**config.mk**
```make
export PLATFORM = sky130hd
export DESIGN_NAME = pattern_detector_cfg_flat
export DESIGN_NICKNAME = d
export VERILOG_FILES = /design/src/rtl/pattern_detector_cfg_pkg.sv /design/src/rtl/pattern_detector_cfg_if.sv /design/src/rtl/pattern_detector_cfg_sat_counter.sv /design/src/rtl/pattern_detector_cfg.sv /design/src/flat_wrapper.sv
export SDC_FILE = /design/constraint.sdc
export NUM_CORES = 1
export LEC_CHECK = 0
export BUFFER_PORTS_ARGS = -buffer_cell sky130_fd_sc_hd__buf_2
export CAP_MARGIN = 10
export CORE_MARGIN = 4
export CORE_UTILIZATION = 55
export DETAILED_ROUTE_END_ITERATION = 6
export PLACE_DENSITY_LB_ADDON = 0.1
export SKIP_CTS_REPAIR_TIMING = 1
export SLEW_MARGIN = 5
export SYNTH_ARGS = -nofsm -noshare
export SYNTH_HDL_FRONTEND = slang
export SYNTH_SLANG_ARGS = --single-unit
```
**constraint.sdc**
```tcl
create_clock -name clk -period 5.5 [get_ports clk]
set_input_delay 0.275 -clock clk [delete_from_list [all_inputs] [get_ports clk]]
set_output_delay 0.275 -clock clk [all_outputs]
set_load 0.01 [all_outputs]
```
**src/rtl/pattern_detector_cfg_pkg.sv**
```systemverilog
// Shared types and constants for the configurable serial pattern detector.
package pattern_det_pkg;

    typedef enum logic [1:0] {
        IDLE = 2'd0,
        HUNT = 2'd1,
        HIT  = 2'd2
    } state_t;

    // Width needed to hold a length in the range 0..max_len inclusive.
    function automatic int len_w(input int max_len);
        return $clog2(max_len + 1);
    endfunction

endpackage

```
**src/rtl/pattern_detector_cfg_if.sv**
```systemverilog
// Stream, configuration and status bundle between a driver and the detector.
interface pattern_detector_cfg_if #(
    parameter int MAX_LEN = 8,
    parameter int CNT_W   = 8
);
    import pattern_det_pkg::*;

    localparam int LEN_W = len_w(MAX_LEN);

    logic               in_valid;
    logic               x;
    logic               cfg_load;
    logic [MAX_LEN-1:0] cfg_pattern;
    logic [LEN_W-1:0]   cfg_len;
    logic               cfg_overlap;
    logic               z;
    logic [CNT_W-1:0]   match_count;
    logic               cfg_err;

    modport master (
        output in_valid, x, cfg_load, cfg_pattern, cfg_len, cfg_overlap,
        input  z, match_count, cfg_err
    );

    modport slave (
        input  in_valid, x, cfg_load, cfg_pattern, cfg_len, cfg_overlap,
        output z, match_count, cfg_err
    );

endinterface

```
**src/rtl/pattern_detector_cfg_sat_counter.sv**
```systemverilog
// Up-counter that sticks at its all-ones value instead of wrapping.
module sat_counter #(
    parameter int WIDTH = 8
) (
    input  logic             clk,
    input  logic             rst_n,
    input  logic             inc,
    output logic [WIDTH-1:0] count
);

    logic [WIDTH-1:0] count_r;

    // Count increments, holding at the maximum value.
    always_ff @(posedge clk or negedge rst_n) begin
        if (!rst_n) begin
            count_r <= {WIDTH{1'b0}};
        end else if (inc && (count_r != {WIDTH{1'b1}})) begin
            count_r <= count_r + WIDTH'(1);
        end else begin
            count_r <= count_r;
        end
    end

    assign count = count_r;

endmodule

```
**src/rtl/pattern_detector_cfg.sv**
```systemverilog
// Serial pattern detector with run-time pattern, length and overlap mode;
// history is a shift register compared against the pattern under a length mask.
module pattern_detector_cfg
    import pattern_det_pkg::*;
#(
    parameter int MAX_LEN = 8,
    parameter int CNT_W   = 8
) (
    input logic                  clk,
    input logic                  rst_n,
    pattern_detector_cfg_if.slave bus
);

    localparam int LEN_W = len_w(MAX_LEN);

    state_t             state_r;
    logic [MAX_LEN-1:0] pat_r;
    logic [MAX_LEN-1:0] hist_r;
    logic [LEN_W-1:0]   len_r;
    logic [LEN_W-1:0]   fill_r;
    logic               overlap_r;
    logic               cfg_err_r;
    logic               z_r;

    logic               legal_s;
    logic               accept_s;
    logic               match_s;
    logic [MAX_LEN-1:0] hist_next_s;
    logic [MAX_LEN-1:0] mask_s;
    logic [MAX_LEN-1:0] cfg_mask_s;
    logic [LEN_W-1:0]   fill_inc_s;

    // Length masks for the active pattern and for an incoming configuration.
    always_comb begin
        mask_s     = {MAX_LEN{1'b0}};
        cfg_mask_s = {MAX_LEN{1'b0}};
        for (int i = 0; i < MAX_LEN; i++) begin
            mask_s[i]     = (i < int'(len_r));
            cfg_mask_s[i] = (i < int'(bus.cfg_len));
        end
    end

    // Bit acceptance and match decision, including the bit being accepted now.
    always_comb begin
        legal_s     = (bus.cfg_len != {LEN_W{1'b0}}) && (int'(bus.cfg_len) <= MAX_LEN);
        accept_s    = bus.in_valid && (state_r != IDLE) && !bus.cfg_load;
        hist_next_s = {hist_r[MAX_LEN-2:0], bus.x};
        fill_inc_s  = (int'(fill_r) >= MAX_LEN) ? fill_r : (fill_r + LEN_W'(1));
        match_s     = accept_s && (fill_inc_s >= len_r) &&
                      (((hist_next_s ^ pat_r) & mask_s) == {MAX_LEN{1'b0}});
    end

    // Control FSM with configuration latch, history and fill tracking.
    always_ff @(posedge clk or negedge rst_n) begin
        if (!rst_n) begin
            state_r   <= IDLE;
            pat_r     <= {MAX_LEN{1'b0}};
            hist_r    <= {MAX_LEN{1'b0}};
            len_r     <= {LEN_W{1'b0}};
            fill_r    <= {LEN_W{1'b0}};
            overlap_r <= 1'b0;
            cfg_err_r <= 1'b0;
            z_r       <= 1'b0;
        end else if (bus.cfg_load) begin
            // A load wins over any bit presented in the same cycle.
            if (legal_s) begin
                pat_r     <= bus.cfg_pattern & cfg_mask_s;
                len_r     <= bus.cfg_len;
                overlap_r <= bus.cfg_overlap;
                hist_r    <= {MAX_LEN{1'b0}};
                fill_r    <= {LEN_W{1'b0}};
                cfg_err_r <= 1'b0;
                state_r   <= HUNT;
            end else begin
                cfg_err_r <= 1'b1;
                state_r   <= IDLE;
            end
            z_r <= 1'b0;
        end else begin
            case (state_r)
                IDLE: begin
                    state_r <= IDLE;
                    z_r     <= 1'b0;
                end
                HUNT, HIT: begin
                    if (accept_s) begin
                        hist_r <= hist_next_s;
                        // Non-overlapping mode demands a full fresh pattern after a hit.
                        fill_r <= (match_s && !overlap_r) ? {LEN_W{1'b0}} : fill_inc_s;
                    end else begin
                        hist_r <= hist_r;
                        fill_r <= fill_r;
                    end
                    state_r <= match_s ? HIT : HUNT;
                    z_r     <= match_s;
                end
                default: begin
                    state_r <= IDLE;
                    z_r     <= 1'b0;
                end
            endcase
        end
    end

    sat_counter #(
        .WIDTH (CNT_W)
    ) u_match_cnt (
        .clk   (clk),
        .rst_n (rst_n),
        .inc   (match_s),
        .count (bus.match_count)
    );

    assign bus.z       = z_r;
    assign bus.cfg_err = cfg_err_r;

endmodule

```
**src/flat_wrapper.sv**
```systemverilog
// flat-port wrapper written by rule: the top's interface ports become plain ports
module pattern_detector_cfg_flat import pattern_det_pkg::*;
#(
    parameter int MAX_LEN = 8,
    parameter int CNT_W   = 8
)
  (clk, rst_n, bus_in_valid, bus_x, bus_cfg_load, bus_cfg_pattern, bus_cfg_len, bus_cfg_overlap, bus_z, bus_match_count, bus_cfg_err);
  pattern_detector_cfg_if #(.MAX_LEN(MAX_LEN), .CNT_W(CNT_W)) bus_i ();
  input logic clk;
  input logic rst_n;
  input wire logic [$bits(bus_i.in_valid)-1:0] bus_in_valid;
  input wire logic [$bits(bus_i.x)-1:0] bus_x;
  input wire logic [$bits(bus_i.cfg_load)-1:0] bus_cfg_load;
  input wire logic [$bits(bus_i.cfg_pattern)-1:0] bus_cfg_pattern;
  input wire logic [$bits(bus_i.cfg_len)-1:0] bus_cfg_len;
  input wire logic [$bits(bus_i.cfg_overlap)-1:0] bus_cfg_overlap;
  output wire logic [$bits(bus_i.z)-1:0] bus_z;
  output wire logic [$bits(bus_i.match_count)-1:0] bus_match_count;
  output wire logic [$bits(bus_i.cfg_err)-1:0] bus_cfg_err;
  assign bus_i.in_valid = bus_in_valid;
  assign bus_i.x = bus_x;
  assign bus_i.cfg_load = bus_cfg_load;
  assign bus_i.cfg_pattern = bus_cfg_pattern;
  assign bus_i.cfg_len = bus_cfg_len;
  assign bus_i.cfg_overlap = bus_cfg_overlap;
  assign bus_z = bus_i.z;
  assign bus_match_count = bus_i.match_count;
  assign bus_cfg_err = bus_i.cfg_err;
  pattern_detector_cfg #(.MAX_LEN(MAX_LEN), .CNT_W(CNT_W)) u_core (.clk(clk), .rst_n(rst_n), .bus(bus_i));
endmodule
```
# Yosys cells after proc, flatten, opt, wreduce, memory -nomap -nowiden
# Index checks and enable logic that the tools add are counted.
[op_classes]
addsub = 2
n_lt_le_gt_ge = 19
n_eq_ne = 4
muxes = 17
bitwise_logic = 3
reduce_logical = 17
[op_table]
columns = ["cell", "n"]
rows = [
  ["3-bit by 4-bit less-than comparator with 1-bit output (first input constant)", 8],
  ["7-bit two-way mux", 4],
  ["4-bit two-way mux", 6],
  ["8-bit bitwise AND", 2],
  ["1-bit by 4-bit less-than comparator with 1-bit output (first input constant)", 4],
  ["2-bit by 4-bit less-than comparator with 1-bit output (first input constant)", 4],
  ["8-bit by 1-bit adder with 8-bit output (second input constant)", 1],
  ["8-bit logical NOT", 1],
  ["8-bit != test (second input constant)", 1],
  ["8-bit XOR", 1],
  ["1-bit logical AND", 7],
  ["2-bit two-way mux", 3],
  ["2-bit nonzero test", 3],
  ["4-bit by 1-bit adder with 4-bit output (second input constant)", 1],
  ["4-bit greater-or-equal comparator", 1],
  ["4-bit greater-or-equal comparator (second input constant)", 1],
  ["4-bit less-or-equal comparator (second input constant)", 1],
  ["1-bit two-way mux", 4],
  ["4-bit nonzero test", 1],
  ["3-bit AND reduction", 1],
  ["2-bit by 1-bit equality test with 1-bit output (second input constant)", 1],
  ["2-bit equality test (second input constant)", 1],
  ["1-bit logical NOT", 2],
  ["2-bit by 1-bit != test with 1-bit output (second input constant)", 1],
  ["other kinds (2)", 2],
]
[word_totals]
reg_bits = 36
input_bits = 18
word_cells = 71

# Longest topological paths before layout
# Gate-level depths: netlist of run 1.
[logic_depth]
depth_word = 10
mapped_depth = 10

# Hierarchy
# A second synthesis of run 1 with hierarchy kept.
[unflattened]
hier_cells = 189
hier_area_um2 = 2008.2
[modules_own_cells]
columns = ["module", "n_inst", "cells_each", "area_each_um2", "seq_area_each_um2"]
rows = [
  ["pattern_detector_cfg", 1, 155, 1600.3, 675.6],
  ["sat_counter", 1, 34, 407.9, 200.2],
]

# Least setup slack after synthesis of run 1
# No wires, ideal clock.
[synth_timing]
kind = "reg-to-reg"
start = "reg u_core.fill_r[0]"
end = "reg u_core.fill_r[0]"
setup_ns = 0.078
arrival_ns = 2.350
required_time_ns = 5.422
path_slack_ns = 3.072
stages_incl_launch_ff = 10
cell_sequence = "dfrtp_1 > inv_1 > ha_1 > mux2_2 > ha_1 > a2111oi_2 > nor4_4 > a31oi_1 > a21oi_1 > o2bb2ai_1"
[synth_via]
elab_chain_cells = 10
elab_cells_between_ends = 11
[synth_rtl]
columns = ["item", "line", "rtl"]
rows = [
  ["start: declaration", "pattern_detector_cfg.sv:20", "logic [LEN_W-1:0] fill_r;"],
  ["start signal: assignment", "pattern_detector_cfg.sv:60", "fill_r <= {LEN_W{1'b0}};"],
  ["start signal: assignment", "pattern_detector_cfg.sv:71", "fill_r <= {LEN_W{1'b0}};"],
  ["start signal: assignment", "pattern_detector_cfg.sv:89", "fill_r <= (match_s && !overlap_r) ? {LEN_W{1'b0}} : fill_inc_s;"],
  ["4-bit by 1-bit adder with 4-bit output or 4-bit greater-or-equal comparator (tied branches)", "pattern_detector_cfg.sv:48", "fill_inc_s = (int'(fill_r) >= MAX_LEN) ? fill_r : (fill_r + LEN_W'(1));"],
  ["4-bit two-way mux (*)", "pattern_detector_cfg.sv:48", ""],
  ["4-bit greater-or-equal comparator", "pattern_detector_cfg.sv:49", "match_s = accept_s && (fill_inc_s >= len_r) &&"],
  ["1-bit logical AND (2 in a row)", "pattern_detector_cfg.sv:49", ""],
  ["1-bit logical AND", "pattern_detector_cfg.sv:89", ""],
  ["4-bit two-way mux (*)", "pattern_detector_cfg.sv:89", ""],
  ["4-bit two-way mux (*)", "pattern_detector_cfg.sv:86", "if (accept_s) begin"],
  ["4-bit two-way mux (*)", "pattern_detector_cfg.sv:80", "case (state_r)"],
  ["4-bit two-way mux (*)", "pattern_detector_cfg.sv:64", "end else if (bus.cfg_load) begin"],
]
# Every way passes the cells marked *; elsewhere a longest branch is shown, timed or not. The select of a mux whose other input is x is not followed.
# A chain may end at the register's enable or synchronous reset.

# Worst setup path in the final report of run 1
# Ends and elaborated chain as after synthesis.

==> results of run 1 <==
==> layout by cell type, fill, tap and decap left out, drive strengths merged, types with 2 or more instances in the layout <==
cell     n
nor2     8
and3b    3
nor2b    2
nor3     6
nor4     3
buf     27
inv     10
and3     3
nand2   37
a21oi    2
nand2b   7
o22ai    4
a211o    2
clkbuf   7
xnor2   10
xor2     7
ha       8
dfrtp   35
a22o     3
o21ai   24
nand3    8
mux2     2
==> per-stage QoR <==
| step | setup WS, ns | hold slack (ns) | cell area, µm² |
|---|---|---|---|
| CTS | 2.73 | 0.0177 | 2160 |
| detailed placement | 2.80 | 0.397 | 2110 |
| finish | 2.73 | -0.00303 | 2160 |
| floorplan | 3.07 | -0.0206 | 1980 |
| global route | 2.49 | 0.0520 | 2160 |
| global placement | 2.96 | 0.381 | 2110 |
==> cells by family (layout without fill, tap and decap cells) <==
family	count (synthesis)	in the layout	share of synthesized area [%]
buffers and inverters	22	45	4.69
AO/OA/AOI/OAI	44	44	14.1
multiplexers	2	2	1.14
adder cells (fa/ha/maj)	8	8	5.07
flip-flops	35	35	44.3
XOR/XNOR	17	17	7.54
AND/OR/NAND/NOR	83	83	23.1
==> state kept, by name, indices dropped and copies added, names as in the netlist <==
register / count
u_core.fill_r: 4
u_core.u_match_cnt.count: 8
u_core.state_r: 2
u_core.pat_r: 8
u_core.overlap_r: 1
u_core.len_r: 4
u_core.hist_r: 7
u_core.bus.cfg_err: 1
==> final timing paths <==
path | slack, ns | depth (start not counted) | start | to
min in group clk | 0.12 | 3 | bus_cfg_pattern[0] | u_core.pat_r[0]
hold / removal | -0.003 | 1 | rst_n | u_core.u_match_cnt.count[1]
max in group asynchronous | 5.02 | 1 | rst_n | u_core.fill_r[3]
hold reg to reg | 0.50 | 2 | u_core.pat_r[7] | u_core.pat_r[7]
setup reg to reg | 2.73 | 9 | u_core.fill_r[0] | u_core.fill_r[0]
setup / recovery | 2.73 | 9 | u_core.fill_r[0] | u_core.fill_r[0]
==> final cells by class <==
| cell class | instances | share of cell area (%) |
|---|---|---|
| Multi-Input combinational cell | 154 | 46.6 |
| Sequential cell | 35 | 40.5 |
| Timing Repair Buffer | 27 | 6.25 |
| Tap cell | 46 | 2.66 |
| Clock buffer | 7 | 2.08 |
| Inverter | 10 | 1.74 |
| Clock inverter | 1 | 0.231 |
==> worst max-delay path: cells and delay by family, from the launching register on <==
kind | cells | cell delay (ns)
buffers and inverters | 1 | 0.09
adder cells (fa/ha/maj) | 2 | 0.60
AO/OA/AOI/OAI | 4 | 1.17
AND/OR/NAND/NOR | 1 | 0.12
multiplexers | 1 | 0.28
flip-flops | 1 | 0.44
==> layer usage <==
metal	part of all wire (%)	track usage [%]	vias to the layer above	wire, µm
met5	0	0	-	0
met4	2.1	12.4	0	87
met3	5.6	5.42	8	230
met2	49	34.5	38	2010
met1	43	25.8	756	1760
li1	-	-	762	-
==> where the power goes <==
part	switching (W)	total, W	internal [W]
Sequential	0.0000229	0.000299	0.000276
Combinational	0.0000560	0.000101	0.0000448
Clock	0.0000844	0.000134	0.0000498
Total	0.000163	0.000534	0.000370
==> report_table.html, run 1 <==
<table>
<tr><th>Metric</th><th>Value</th></tr>
<tr><th colspan="2">Synth</th></tr>
<tr><td>Sequential-to-total area share from yosys stat</td><td>44.3%</td></tr>
<tr><td>Mean instance size in the synthesized netlist</td><td>9.36 µm²</td></tr>
<tr><td>Post-synth top flop</td><td>dfrtp_1</td></tr>
<tr><td>Cells after synthesis</td><td>211</td></tr>
<tr><td>Cell variety after synth</td><td>42</td></tr>
<tr><td>Number of synthesized flops with an enable pin</td><td>0</td></tr>
<tr><td>Most common cell in the netlist</td><td>nand2_1</td></tr>
<tr><td>Post-synth top cells</td><td>37 x nand2_1, 35 x dfrtp_1, 24 x o21ai_0</td></tr>
<tr><td>Leading area contributor after synthesis</td><td>dfrtp_1</td></tr>
<tr><td>Dominant cells by area after synthesis</td><td>dfrtp_1 44%, nand2_1 7.0%, o21ai_0 6.1%</td></tr>
<tr><td>Register bit total from synthesis</td><td>35</td></tr>
<tr><td>Cell Area, Synth</td><td>1980 µm²</td></tr>
<tr><td>Post-synthesis net count</td><td>237</td></tr>
<tr><td>Number of warnings issued by yosys</td><td>0</td></tr>
<tr><td>Top-area cell type share of the netlist area</td><td>44.3%</td></tr>
<tr><td>Post-synthesis async set-or-reset flop share</td><td>100%</td></tr>
<tr><th colspan="2">Route</th></tr>
<tr><td>Detailed-route via count</td><td>1564</td></tr>
<tr><td>Detailed Route WL</td><td>4090 µm</td></tr>
<tr><td>Number of design-rule violations left by the first detailed-router iteration</td><td>61</td></tr>
<tr><td>Post-route DRC violation count</td><td>0</td></tr>
<tr><td>Remaining antenna violation count after routing</td><td>0</td></tr>
<tr><td>Iteration count of the initial detailed-routing pass</td><td>4</td></tr>
<tr><td>Vias per std cell</td><td>5.59</td></tr>
<tr><td>Wire length per cell after detailed routing</td><td>14.6 µm</td></tr>
<tr><th colspan="2">Place</th></tr>
<tr><td>Placed wire-length estimate after detailed placement</td><td>2960 µm</td></tr>
<tr><td>I/O Buffers</td><td>27</td></tr>
<tr><td>RePlAce Congestion</td><td>0.789</td></tr>
<tr><td>Cells after DPL</td><td>272</td></tr>
<tr><th colspan="2">Clock network</th></tr>
<tr><td>H-Tree Level Count</td><td>2</td></tr>
<tr><td>TritonCTS Sinks</td><td>35</td></tr>
<tr><td>CTS tree</td><td>done</td></tr>
<tr><td>Root cell of the clock tree</td><td>clkbuf_4</td></tr>
<tr><td>Buffer levels on the longest clock path</td><td>2</td></tr>
<tr><td>Clock buffers created by TritonCTS</td><td>5</td></tr>
<tr><td>Clock slew at the register clock pins of the worst setup and hold paths</td><td>0.10 ns</td></tr>
<tr><td>Source-to-sink clock delay at the later pin of the worst-skew pair</td><td>0.34 ns</td></tr>
<tr><th colspan="2">Floorplanning</th></tr>
<tr><td>Row count</td><td>21</td></tr>
<tr><td>Core footprint</td><td>3390 µm²</td></tr>
<tr><td>Die area</td><td>4620 µm²</td></tr>
<tr><td>Number of top-level pins</td><td>28</td></tr>
<tr><td>Initial Util</td><td>58.3%</td></tr>
<tr><td>Y dimension of the die</td><td>67.9 µm</td></tr>
<tr><td>DIE WIDTH</td><td>67.9 µm</td></tr>
<tr><th colspan="2">Critical path</th></tr>
<tr><td>Critical path launch point type</td><td>flip-flop</td></tr>
<tr><td>Signal arrival time at the worst endpoint</td><td>3.04 ns</td></tr>
<tr><td>Critical path's slowest cell</td><td>dfrtp_1</td></tr>
<tr><td>Cell occurring most often along the worst timing path</td><td>ha_1</td></tr>
<tr><td>Type of destination of the critical path</td><td>flip-flop</td></tr>
<tr><td>Critical setup path kind</td><td>reg2reg</td></tr>
<tr><td>Maximum net fanout on the critical path</td><td>5</td></tr>
<tr><td>Req. time, crit path</td><td>5.76 ns</td></tr>
<tr><td>Cells traversed along the worst timing path</td><td>inv_1 -&gt; ha_1 -&gt; mux2_2 -&gt; ha_1 -&gt; a2111oi_2 -&gt; nor4_4 -&gt; a31oi_1 -&gt; a21oi_1 -&gt; o2bb2ai_1</td></tr>
<tr><td>Delay of the slowest cell on the worst path</td><td>0.44 ns</td></tr>
<tr><th colspan="2">Global routing</th></tr>
<tr><td>Number of antenna violations at the first check in global routing</td><td>0</td></tr>
<tr><td>Aggregate global-route resource usage</td><td>21.4%</td></tr>
<tr><td>Wire length of the first global-routing pass</td><td>7300 µm</td></tr>
<tr><td>Number of global-route vias before repair</td><td>1662</td></tr>
<tr><td>Largest net degree at the start of global routing</td><td>36</td></tr>
<tr><td>GRT overflow</td><td>0</td></tr>
<tr><th colspan="2">Layout</th></tr>
<tr><td>Count of placed standard cells in the final layout, fillers left out</td><td>280</td></tr>
<tr><td>Multi-input combinational cell area</td><td>1010 µm²</td></tr>
<tr><td>Final layout net count</td><td>259</td></tr>
<tr><td>Share of final-layout standard cells stronger than drive strength 1</td><td>17.9%</td></tr>
<tr><td>Area growth from synthesis to final layout</td><td>9.50%</td></tr>
<tr><td>Number of inserted diodes</td><td>0</td></tr>
<tr><td>Count of fill cells added during filler insertion</td><td>303</td></tr>
<tr><td>Area used by sequential logic in the layout</td><td>876 µm²</td></tr>
<tr><td>Core utilization of the finished layout</td><td>63.8%</td></tr>
<tr><th colspan="2">Timing</th></tr>
<tr><td>Least-Margin Pin Slew</td><td>0.757 ns</td></tr>
<tr><td>Final-report max-slew violation count</td><td>0</td></tr>
<tr><td>Final worst path period share</td><td>50.4%</td></tr>
<tr><td>Worst slack on hold paths</td><td>-0.00303 ns</td></tr>
<tr><td>Summed negative setup slack over all endpoints</td><td>0 ns</td></tr>
<tr><td>Unrepaired setup endpoints after global routing</td><td>false</td></tr>
<tr><td>Endpoints failing hold</td><td>10</td></tr>
<tr><td>Worst relative slew slack</td><td>49.5%</td></tr>
<tr><td>Setup violation total in the final timing report</td><td>0</td></tr>
<tr><td>Peak clock frequency supported by timing</td><td>0.360 GHz</td></tr>
<tr><td>Setup skew after layout</td><td>0.00675 ns</td></tr>
<tr><td>Shortest clock period the worst path allows after layout</td><td>2.77 ns</td></tr>
<tr><th colspan="2">Status</th></tr>
<tr><td>Outcome</td><td>finished, violations left</td></tr>
<tr><td>Failing checks</td><td>negative hold slack</td></tr>
<tr><th colspan="2">Job</th></tr>
<tr><td>Max-Cap Viols</td><td>0</td></tr>
<tr><th colspan="2">Pwr</th></tr>
<tr><td>Power density over the cells</td><td>247 nW/µm²</td></tr>
<tr><td>Total power draw</td><td>0.000534 W</td></tr>
<tr><td>VDD IR-drop max</td><td>142 µV</td></tr>
<tr><td>Leakage Power</td><td>1.03 nW</td></tr>
<tr><th colspan="2">Min path</th></tr>
<tr><td>Hold WC Path Type</td><td>in2async</td></tr>
</table>
Note: power is estimated with default switching activity, not from simulation.
==> run 2, diff against run 1 <==
Clock period 5.5 ns to 2.7 ns, I/O delays scaled along.
==> run 2 against run 1 <==
Against the previous run:
- the run still ends with negative hold slack left
- register-to-register slack got worse by 2.6 ns
- global-route usage fell by 1.3 points
- combinational power rose by 110%
- design area up 2.8%
- critical path type unchanged
- die area unchanged
- maximum frequency up 8.4%
- clock power grew to 2.9 times the previous value
- count of clock-buffer cells in the layout decreased by 1
==> report_table.html, run 2 (synthesis gave the netlist of run 1 again) <==
<table>
<tr><th>Metric</th><th>Value</th></tr>
<tr><th colspan="2">Route</th></tr>
<tr><td>Post-route DRC violation count</td><td>0</td></tr>
<tr><td>Detailed-route via count</td><td>1576</td></tr>
<tr><td>Detailed Route WL</td><td>4050 µm</td></tr>
<tr><td>Remaining antenna violation count after routing</td><td>0</td></tr>
<tr><td>Number of design-rule violations left by the first detailed-router iteration</td><td>67</td></tr>
<tr><td>Wire length per cell after detailed routing</td><td>14.4 µm</td></tr>
<tr><td>Vias per std cell</td><td>5.59</td></tr>
<tr><td>Iteration count of the initial detailed-routing pass</td><td>4</td></tr>
<tr><th colspan="2">Layout</th></tr>
<tr><td>Number of inserted diodes</td><td>0</td></tr>
<tr><td>Area used by sequential logic in the layout</td><td>876 µm²</td></tr>
<tr><td>Commonest non-fill, non-tap cell in the layout</td><td>nand2_1</td></tr>
<tr><td>Share of final-layout standard cells stronger than drive strength 1</td><td>19.5%</td></tr>
<tr><td>Core utilization of the finished layout</td><td>65.6%</td></tr>
<tr><td>Area growth from synthesis to final layout</td><td>12.5%</td></tr>
<tr><td>Count of fill cells added during filler insertion</td><td>288</td></tr>
<tr><td>Leading cell types in the layout, fill and taps excluded</td><td>37 x nand2_1, 35 x dfrtp_1, 27 x buf_2</td></tr>
<tr><td>Final layout net count</td><td>261</td></tr>
<tr><td>Multi-input combinational cell area</td><td>1010 µm²</td></tr>
<tr><th colspan="2">Status</th></tr>
<tr><td>Outcome</td><td>finished, violations left</td></tr>
<tr><td>Failing checks</td><td>negative hold slack</td></tr>
<tr><th colspan="2">Timing</th></tr>
<tr><td>Unrepaired setup endpoints after global routing</td><td>false</td></tr>
<tr><td>Final worst path period share</td><td>94.8%</td></tr>
<tr><td>Peak clock frequency supported by timing</td><td>0.391 GHz</td></tr>
<tr><td>Shortest clock period the worst path allows after layout</td><td>2.56 ns</td></tr>
<tr><td>Final-report max-slew violation count</td><td>0</td></tr>
<tr><td>Worst relative slew slack</td><td>48.7%</td></tr>
<tr><td>Endpoints failing hold</td><td>2</td></tr>
<tr><td>PnR worst setup slack</td><td>0.140 ns</td></tr>
<tr><td>Setup violation total in the final timing report</td><td>0</td></tr>
<tr><td>Least-Margin Pin Slew</td><td>0.770 ns</td></tr>
<tr><td>Setup skew after layout</td><td>0.00982 ns</td></tr>
<tr><td>Worst slack on hold paths</td><td>-0.0198 ns</td></tr>
<tr><th colspan="2">Critical path</th></tr>
<tr><td>Cell occurring most often along the worst timing path</td><td>ha_1</td></tr>
<tr><td>Buf/Inv on CP</td><td>1</td></tr>
<tr><td>Maximum net fanout on the critical path</td><td>5</td></tr>
<tr><td>CP top delay family</td><td>compound AO/OA/AOI/OAI gates</td></tr>
<tr><td>Delay of the slowest cell on the worst path</td><td>0.44 ns</td></tr>
<tr><td>Cells traversed along the worst timing path</td><td>inv_1 -&gt; ha_1 -&gt; mux2_2 -&gt; ha_1 -&gt; a2111oi_2 -&gt; nor4_4 -&gt; a31oi_2 -&gt; a21oi_1 -&gt; o2bb2ai_1</td></tr>
<tr><td>Critical path launch point type</td><td>flip-flop</td></tr>
<tr><td>Critical path's slowest cell</td><td>dfrtp_1</td></tr>
<tr><td>Signal arrival time at the worst endpoint</td><td>2.83 ns</td></tr>
<tr><td>Type of destination of the critical path</td><td>flip-flop</td></tr>
<tr><td>Req. time, crit path</td><td>2.97 ns</td></tr>
<tr><td>Critical setup path kind</td><td>reg2reg</td></tr>
<tr><th colspan="2">Clock network</th></tr>
<tr><td>TritonCTS Sinks</td><td>35</td></tr>
<tr><td>CTS tree</td><td>done</td></tr>
<tr><td>Clock slew at the register clock pins of the worst setup and hold paths</td><td>0.11 ns</td></tr>
<tr><td>Clock buffers created by TritonCTS</td><td>5</td></tr>
<tr><td>H-Tree Level Count</td><td>2</td></tr>
<tr><td>Root cell of the clock tree</td><td>clkbuf_4</td></tr>
<tr><td>Buffer levels on the longest clock path</td><td>2</td></tr>
<tr><td>Source-to-sink clock delay at the later pin of the worst-skew pair</td><td>0.34 ns</td></tr>
<tr><th colspan="2">Floorplanning</th></tr>
<tr><td>Y dimension of the die</td><td>67.9 µm</td></tr>
<tr><td>Row count</td><td>21</td></tr>
<tr><td>Die area</td><td>4620 µm²</td></tr>
<tr><td>DIE WIDTH</td><td>67.9 µm</td></tr>
<tr><td>Number of top-level pins</td><td>28</td></tr>
<tr><td>Initial Util</td><td>58.3%</td></tr>
<tr><td>Core footprint</td><td>3390 µm²</td></tr>
<tr><th colspan="2">Pwr</th></tr>
<tr><td>Total power draw</td><td>0.00121 W</td></tr>
<tr><td>VDD IR-drop max</td><td>270 µV</td></tr>
<tr><td>Leakage Power</td><td>1.06 nW</td></tr>
<tr><td>Power density over the cells</td><td>545 nW/µm²</td></tr>
<tr><th colspan="2">Place</th></tr>
<tr><td>RePlAce Congestion</td><td>0.798</td></tr>
<tr><td>Placed wire-length estimate after detailed placement</td><td>2980 µm</td></tr>
<tr><td>I/O Buffers</td><td>27</td></tr>
<tr><td>Worst Setup Slack post-DPL</td><td>0.0226 ns</td></tr>
<tr><th colspan="2">Min path</th></tr>
<tr><td>Hold WC Path Type</td><td>in2reg</td></tr>
<tr><th colspan="2">Global routing</th></tr>
<tr><td>Number of antenna violations at the first check in global routing</td><td>0</td></tr>
<tr><td>Largest net degree at the start of global routing</td><td>36</td></tr>
<tr><td>Aggregate global-route resource usage</td><td>20.1%</td></tr>
<tr><td>Number of global-route vias before repair</td><td>1590</td></tr>
<tr><td>Wire length of the first global-routing pass</td><td>7010 µm</td></tr>
<tr><td>GRT overflow</td><td>0</td></tr>
<tr><th colspan="2">Job</th></tr>
<tr><td>Max-Cap Viols</td><td>0</td></tr>
</table>
## run 2: final timing paths
check                           cells after the start  slack (ns)                     endpoint               start
worst max-delay path                                9        0.14             u_core.fill_r[0]    u_core.fill_r[0]
worst min-delay path                                3       -0.02              u_core.pat_r[0]  bus_cfg_pattern[0]
worst max register to register                      9        0.14             u_core.fill_r[0]    u_core.fill_r[0]
worst min register to register                      2        0.50             u_core.overlap_r    u_core.overlap_r
max in group asynchronous                           2        1.81              u_core.pat_r[2]               rst_n
min in group asynchronous                           2        0.39  u_core.u_match_cnt.count[0]               rst_n
## run 2: worst min-delay path, cell delays in order
cell,delay [ns]
buf_2,0.07
nand2_1,0.04
nand2_1,0.05
## run 2: stage by stage
stage / hold WS (ns) / setup TNS, ns / cells / area (µm²)
floorplan: -0.161 / 0 / 211 / 1980
global placement: 0.239 / 0 / 273 / 2120
detailed placement: 0.258 / 0 / 273 / 2120
CTS: -0.122 / -0.00318 / 281 / 2210
global route: 0.00138 / 0 / 282 / 2220
finish: -0.0198 / 0 / 282 / 2220
## run 2: cell type report
type / count / area share, %
well taps: 46 / 2.59
multi-input cells: 154 / 45.6
repair buffers: 29 / 6.87
clock inverters: 2 / 1.58
flip-flops and latches: 35 / 39.4
clock buffers: 6 / 2.31
inverters: 10 / 1.69
## run 2: power breakdown
group / switching, W / leakage [nW] / internal, W / total, W
clock: 0.000177 / 0.0482 / 0.000219 / 0.000395
combinational: 0.000115 / 0.558 / 0.0000925 / 0.000208
sequential: 0.0000468 / 0.456 / 0.000562 / 0.000609
total: 0.000339 / 1.06 / 0.000873 / 0.00121
## run 2: routing by layer
layer,track usage (%),wire (µm)
met5,0,0
met4,6.70,65
met3,5.09,240
met2,34.2,1970
met1,24.8,1780
==> run 3, diff against run 2 <==
Settings changed: CORE_ASPECT_RATIO set to 1.4.
==> run 3 against run 2 <==
Against the previous run:
- the run now ends clean
- design area grew 1.4%
- via count grew 1.9%
- hold slack gained 0.062 ns
- routed wire length grew 3.4%
- global-route usage shrank 0.59 points
- core utilization grew 0.50 points
- combinational power grew 6%
- critical endpoint unchanged
- highest routed layer unchanged
==> report_table.html, run 3 (synthesis gave the netlist of run 1 again) <==
<table>
<tr><th>Metric</th><th>Value</th></tr>
<tr><th colspan="2">Status</th></tr>
<tr><td>Outcome</td><td>complete, no violations</td></tr>
<tr><th colspan="2">Global routing</th></tr>
<tr><td>Largest net degree at the start of global routing</td><td>36</td></tr>
<tr><td>Layer carrying the most global-route usage</td><td>met2</td></tr>
<tr><td>GRT overflow</td><td>0</td></tr>
<tr><td>Aggregate global-route resource usage</td><td>19.5%</td></tr>
<tr><td>Number of global-route vias before repair</td><td>1556</td></tr>
<tr><td>Number of antenna violations at the first check in global routing</td><td>0</td></tr>
<tr><td>GR Layer Usage met3</td><td>5.37%</td></tr>
<tr><td>GR Util met1</td><td>23.4%</td></tr>
<tr><td>Fraction of met2 tracks used by global routing</td><td>32.4%</td></tr>
<tr><td>Wire length of the first global-routing pass</td><td>6960 µm</td></tr>
<tr><th colspan="2">Floorplanning</th></tr>
<tr><td>Initial Util</td><td>57.9%</td></tr>
<tr><td>Row count</td><td>25</td></tr>
<tr><td>Number of top-level pins</td><td>28</td></tr>
<tr><td>Y dimension of the die</td><td>78.9 µm</td></tr>
<tr><td>Die area</td><td>4630 µm²</td></tr>
<tr><td>DIE WIDTH</td><td>58.7 µm</td></tr>
<tr><td>Core footprint</td><td>3410 µm²</td></tr>
<tr><th colspan="2">Critical path</th></tr>
<tr><td>Buf/Inv on CP</td><td>1</td></tr>
<tr><td>Critical setup path kind</td><td>reg2reg</td></tr>
<tr><td>Timing startpoint of the critical path</td><td>u_core.fill_r[0]</td></tr>
<tr><td>Cell occurring most often along the worst timing path</td><td>ha_1</td></tr>
<tr><td>Start of the worst register-to-register path</td><td>u_core.fill_r[0]</td></tr>
<tr><td>Maximum net fanout on the critical path</td><td>5</td></tr>
<tr><td>Type of destination of the critical path</td><td>flip-flop</td></tr>
<tr><td>CP top delay family</td><td>compound AO/OA/AOI/OAI gates</td></tr>
<tr><td>FF-to-FF setup slack</td><td>0.10 ns</td></tr>
<tr><td>Critical path launch point type</td><td>flip-flop</td></tr>
<tr><td>Delay of the slowest cell on the worst path</td><td>0.41 ns</td></tr>
<tr><td>Req. time, crit path</td><td>2.89 ns</td></tr>
<tr><td>Critical path's slowest cell</td><td>dfrtp_2</td></tr>
<tr><td>Signal arrival time at the worst endpoint</td><td>2.79 ns</td></tr>
<tr><td>Cells traversed along the worst timing path</td><td>inv_1 -&gt; ha_1 -&gt; mux2_2 -&gt; ha_1 -&gt; a2111oi_4 -&gt; nor4_4 -&gt; a31oi_2 -&gt; a21oi_1 -&gt; o2bb2ai_1</td></tr>
<tr><th colspan="2">Layout</th></tr>
<tr><td>Share of final-layout standard cells stronger than drive strength 1</td><td>19.6%</td></tr>
<tr><td>Commonest non-fill, non-tap cell in the layout</td><td>nand2_1</td></tr>
<tr><td>Leading cell types in the layout, fill and taps excluded</td><td>37 x nand2_1, 34 x dfrtp_1, 27 x buf_2</td></tr>
<tr><td>Core utilization of the finished layout</td><td>66.1%</td></tr>
<tr><td>Number of inserted diodes</td><td>0</td></tr>
<tr><td>Area growth from synthesis to final layout</td><td>14.1%</td></tr>
<tr><td>Final layout net count</td><td>260</td></tr>
<tr><td>Count of placed standard cells in the final layout, fillers left out</td><td>275</td></tr>
<tr><th colspan="2">Timing</th></tr>
<tr><td>Final-report max-slew violation count</td><td>0</td></tr>
<tr><td>Final worst path period share</td><td>96.2%</td></tr>
<tr><td>Worst relative slew slack</td><td>48.2%</td></tr>
<tr><td>Least-Margin Pin Slew</td><td>0.777 ns</td></tr>
<tr><td>Peak clock frequency supported by timing</td><td>0.385 GHz</td></tr>
<tr><td>Setup violation total in the final timing report</td><td>0</td></tr>
<tr><td>Summed negative setup slack over all endpoints</td><td>0 ns</td></tr>
<tr><td>Endpoints failing hold</td><td>0</td></tr>
<tr><td>Setup skew after layout</td><td>0.00820 ns</td></tr>
<tr><td>Shortest clock period the worst path allows after layout</td><td>2.60 ns</td></tr>
<tr><th colspan="2">Place</th></tr>
<tr><td>RePlAce Congestion</td><td>0.784</td></tr>
<tr><td>Placed wire-length estimate after detailed placement</td><td>2960 µm</td></tr>
<tr><td>I/O Buffers</td><td>27</td></tr>
<tr><td>Cells after DPL</td><td>266</td></tr>
<tr><th colspan="2">Clock network</th></tr>
<tr><td>Root cell of the clock tree</td><td>clkbuf_8</td></tr>
<tr><td>Source-to-sink clock delay at the later pin of the worst-skew pair</td><td>0.29 ns</td></tr>
<tr><td>CTS tree</td><td>done</td></tr>
<tr><td>Buffer levels on the longest clock path</td><td>2</td></tr>
<tr><td>H-Tree Level Count</td><td>2</td></tr>
<tr><td>Clock slew at the register clock pins of the worst setup and hold paths</td><td>0.07 ns</td></tr>
<tr><td>Clock buffers created by TritonCTS</td><td>5</td></tr>
<tr><td>TritonCTS Sinks</td><td>35</td></tr>
<tr><th colspan="2">Route</th></tr>
<tr><td>Number of design-rule violations left by the first detailed-router iteration</td><td>80</td></tr>
<tr><td>Remaining antenna violation count after routing</td><td>0</td></tr>
<tr><td>Vias per std cell</td><td>5.84</td></tr>
<tr><td>Detailed Route WL</td><td>4190 µm</td></tr>
<tr><td>Wire length per cell after detailed routing</td><td>15.2 µm</td></tr>
<tr><td>Iteration count of the initial detailed-routing pass</td><td>4</td></tr>
<tr><td>Detailed-route via count</td><td>1606</td></tr>
<tr><td>Post-route DRC violation count</td><td>0</td></tr>
<tr><th colspan="2">Pwr</th></tr>
<tr><td>Leakage Power</td><td>1.07 nW</td></tr>
<tr><td>Net switching power</td><td>0.000364 W</td></tr>
<tr><td>VDD IR-drop max</td><td>546 µV</td></tr>
<tr><td>Sequential group share of total power</td><td>46.3%</td></tr>
<tr><td>Total power draw</td><td>0.00132 W</td></tr>
<tr><td>Pint</td><td>0.000959 W</td></tr>
<tr><td>Switching Fraction</td><td>27.5%</td></tr>
<tr><td>Combinational cell fraction of total power</td><td>16.6%</td></tr>
<tr><td>Power density over the cells</td><td>587 nW/µm²</td></tr>
<tr><td>Clock Power Share</td><td>37.1%</td></tr>
<tr><th colspan="2">Min path</th></tr>
<tr><td>Worst hold start</td><td>bus_cfg_overlap</td></tr>
<tr><td>Hold WC Path Type</td><td>in2reg</td></tr>
<tr><th colspan="2">Job</th></tr>
<tr><td>Max-Cap Viols</td><td>0</td></tr>
</table>
-- run 3: worst reg2reg max path, stage by stage (launching register included) --
cell       delay, ns
dfrtp_2         0.41
inv_1           0.08
ha_1            0.29
mux2_2          0.29
ha_1            0.32
a2111oi_4       0.37
nor4_4          0.11
a31oi_2         0.30
a21oi_1         0.12
o2bb2ai_1       0.22
-- run 3: stage by stage --
stage	hold WS [ns]	area, µm²	setup slack, ns
after global placement	0.244	2110	0.156
after global routing	0.0360	2250	-0.0124
after detailed placement	0.258	2110	0.00496
after CTS	-0.0605	2220	-0.0818
after floorplan	-0.161	1980	0.272
final	0.0426	2250	0.102
-- run 3: final timing paths --
kind                                                to  cells after the start
min reg2reg                           u_core.overlap_r                      2
max reg2reg                           u_core.fill_r[0]                      9
max in group asynchronous             u_core.fill_r[0]                      2
min in group asynchronous  u_core.u_match_cnt.count[1]                      2
min                                   u_core.overlap_r                      3
max                                   u_core.fill_r[0]                      9
-- run 3: layer usage --
layer  up-vias  wire length, µm
li1        771                -
met1       780             1740
met2        48             2160
met3         7              226
met4         0               70
met5         -                0
-- run 3: area by class of cell --
class	count	area (µm²)
tap	40	50.0
sequential	35	877
inverter	10	37.5
clock buffer	6	82.6
clock inverter	2	35.0
multi-input combinational	154	1030
timing repair buffer	28	145
fill	292	1160
-- run 3: power groups by stage --
stage | clock network, W | logic, W | registers (W)
floorplan | 0 | 0.000161 | 0.000602
global placement | 0 | 0.000198 | 0.000616
detailed placement | 0 | 0.000207 | 0.000621
global route | 0.000527 | 0.000248 | 0.000618
CTS | 0.000506 | 0.000209 | 0.000611
finish | 0.000491 | 0.000220 | 0.000612
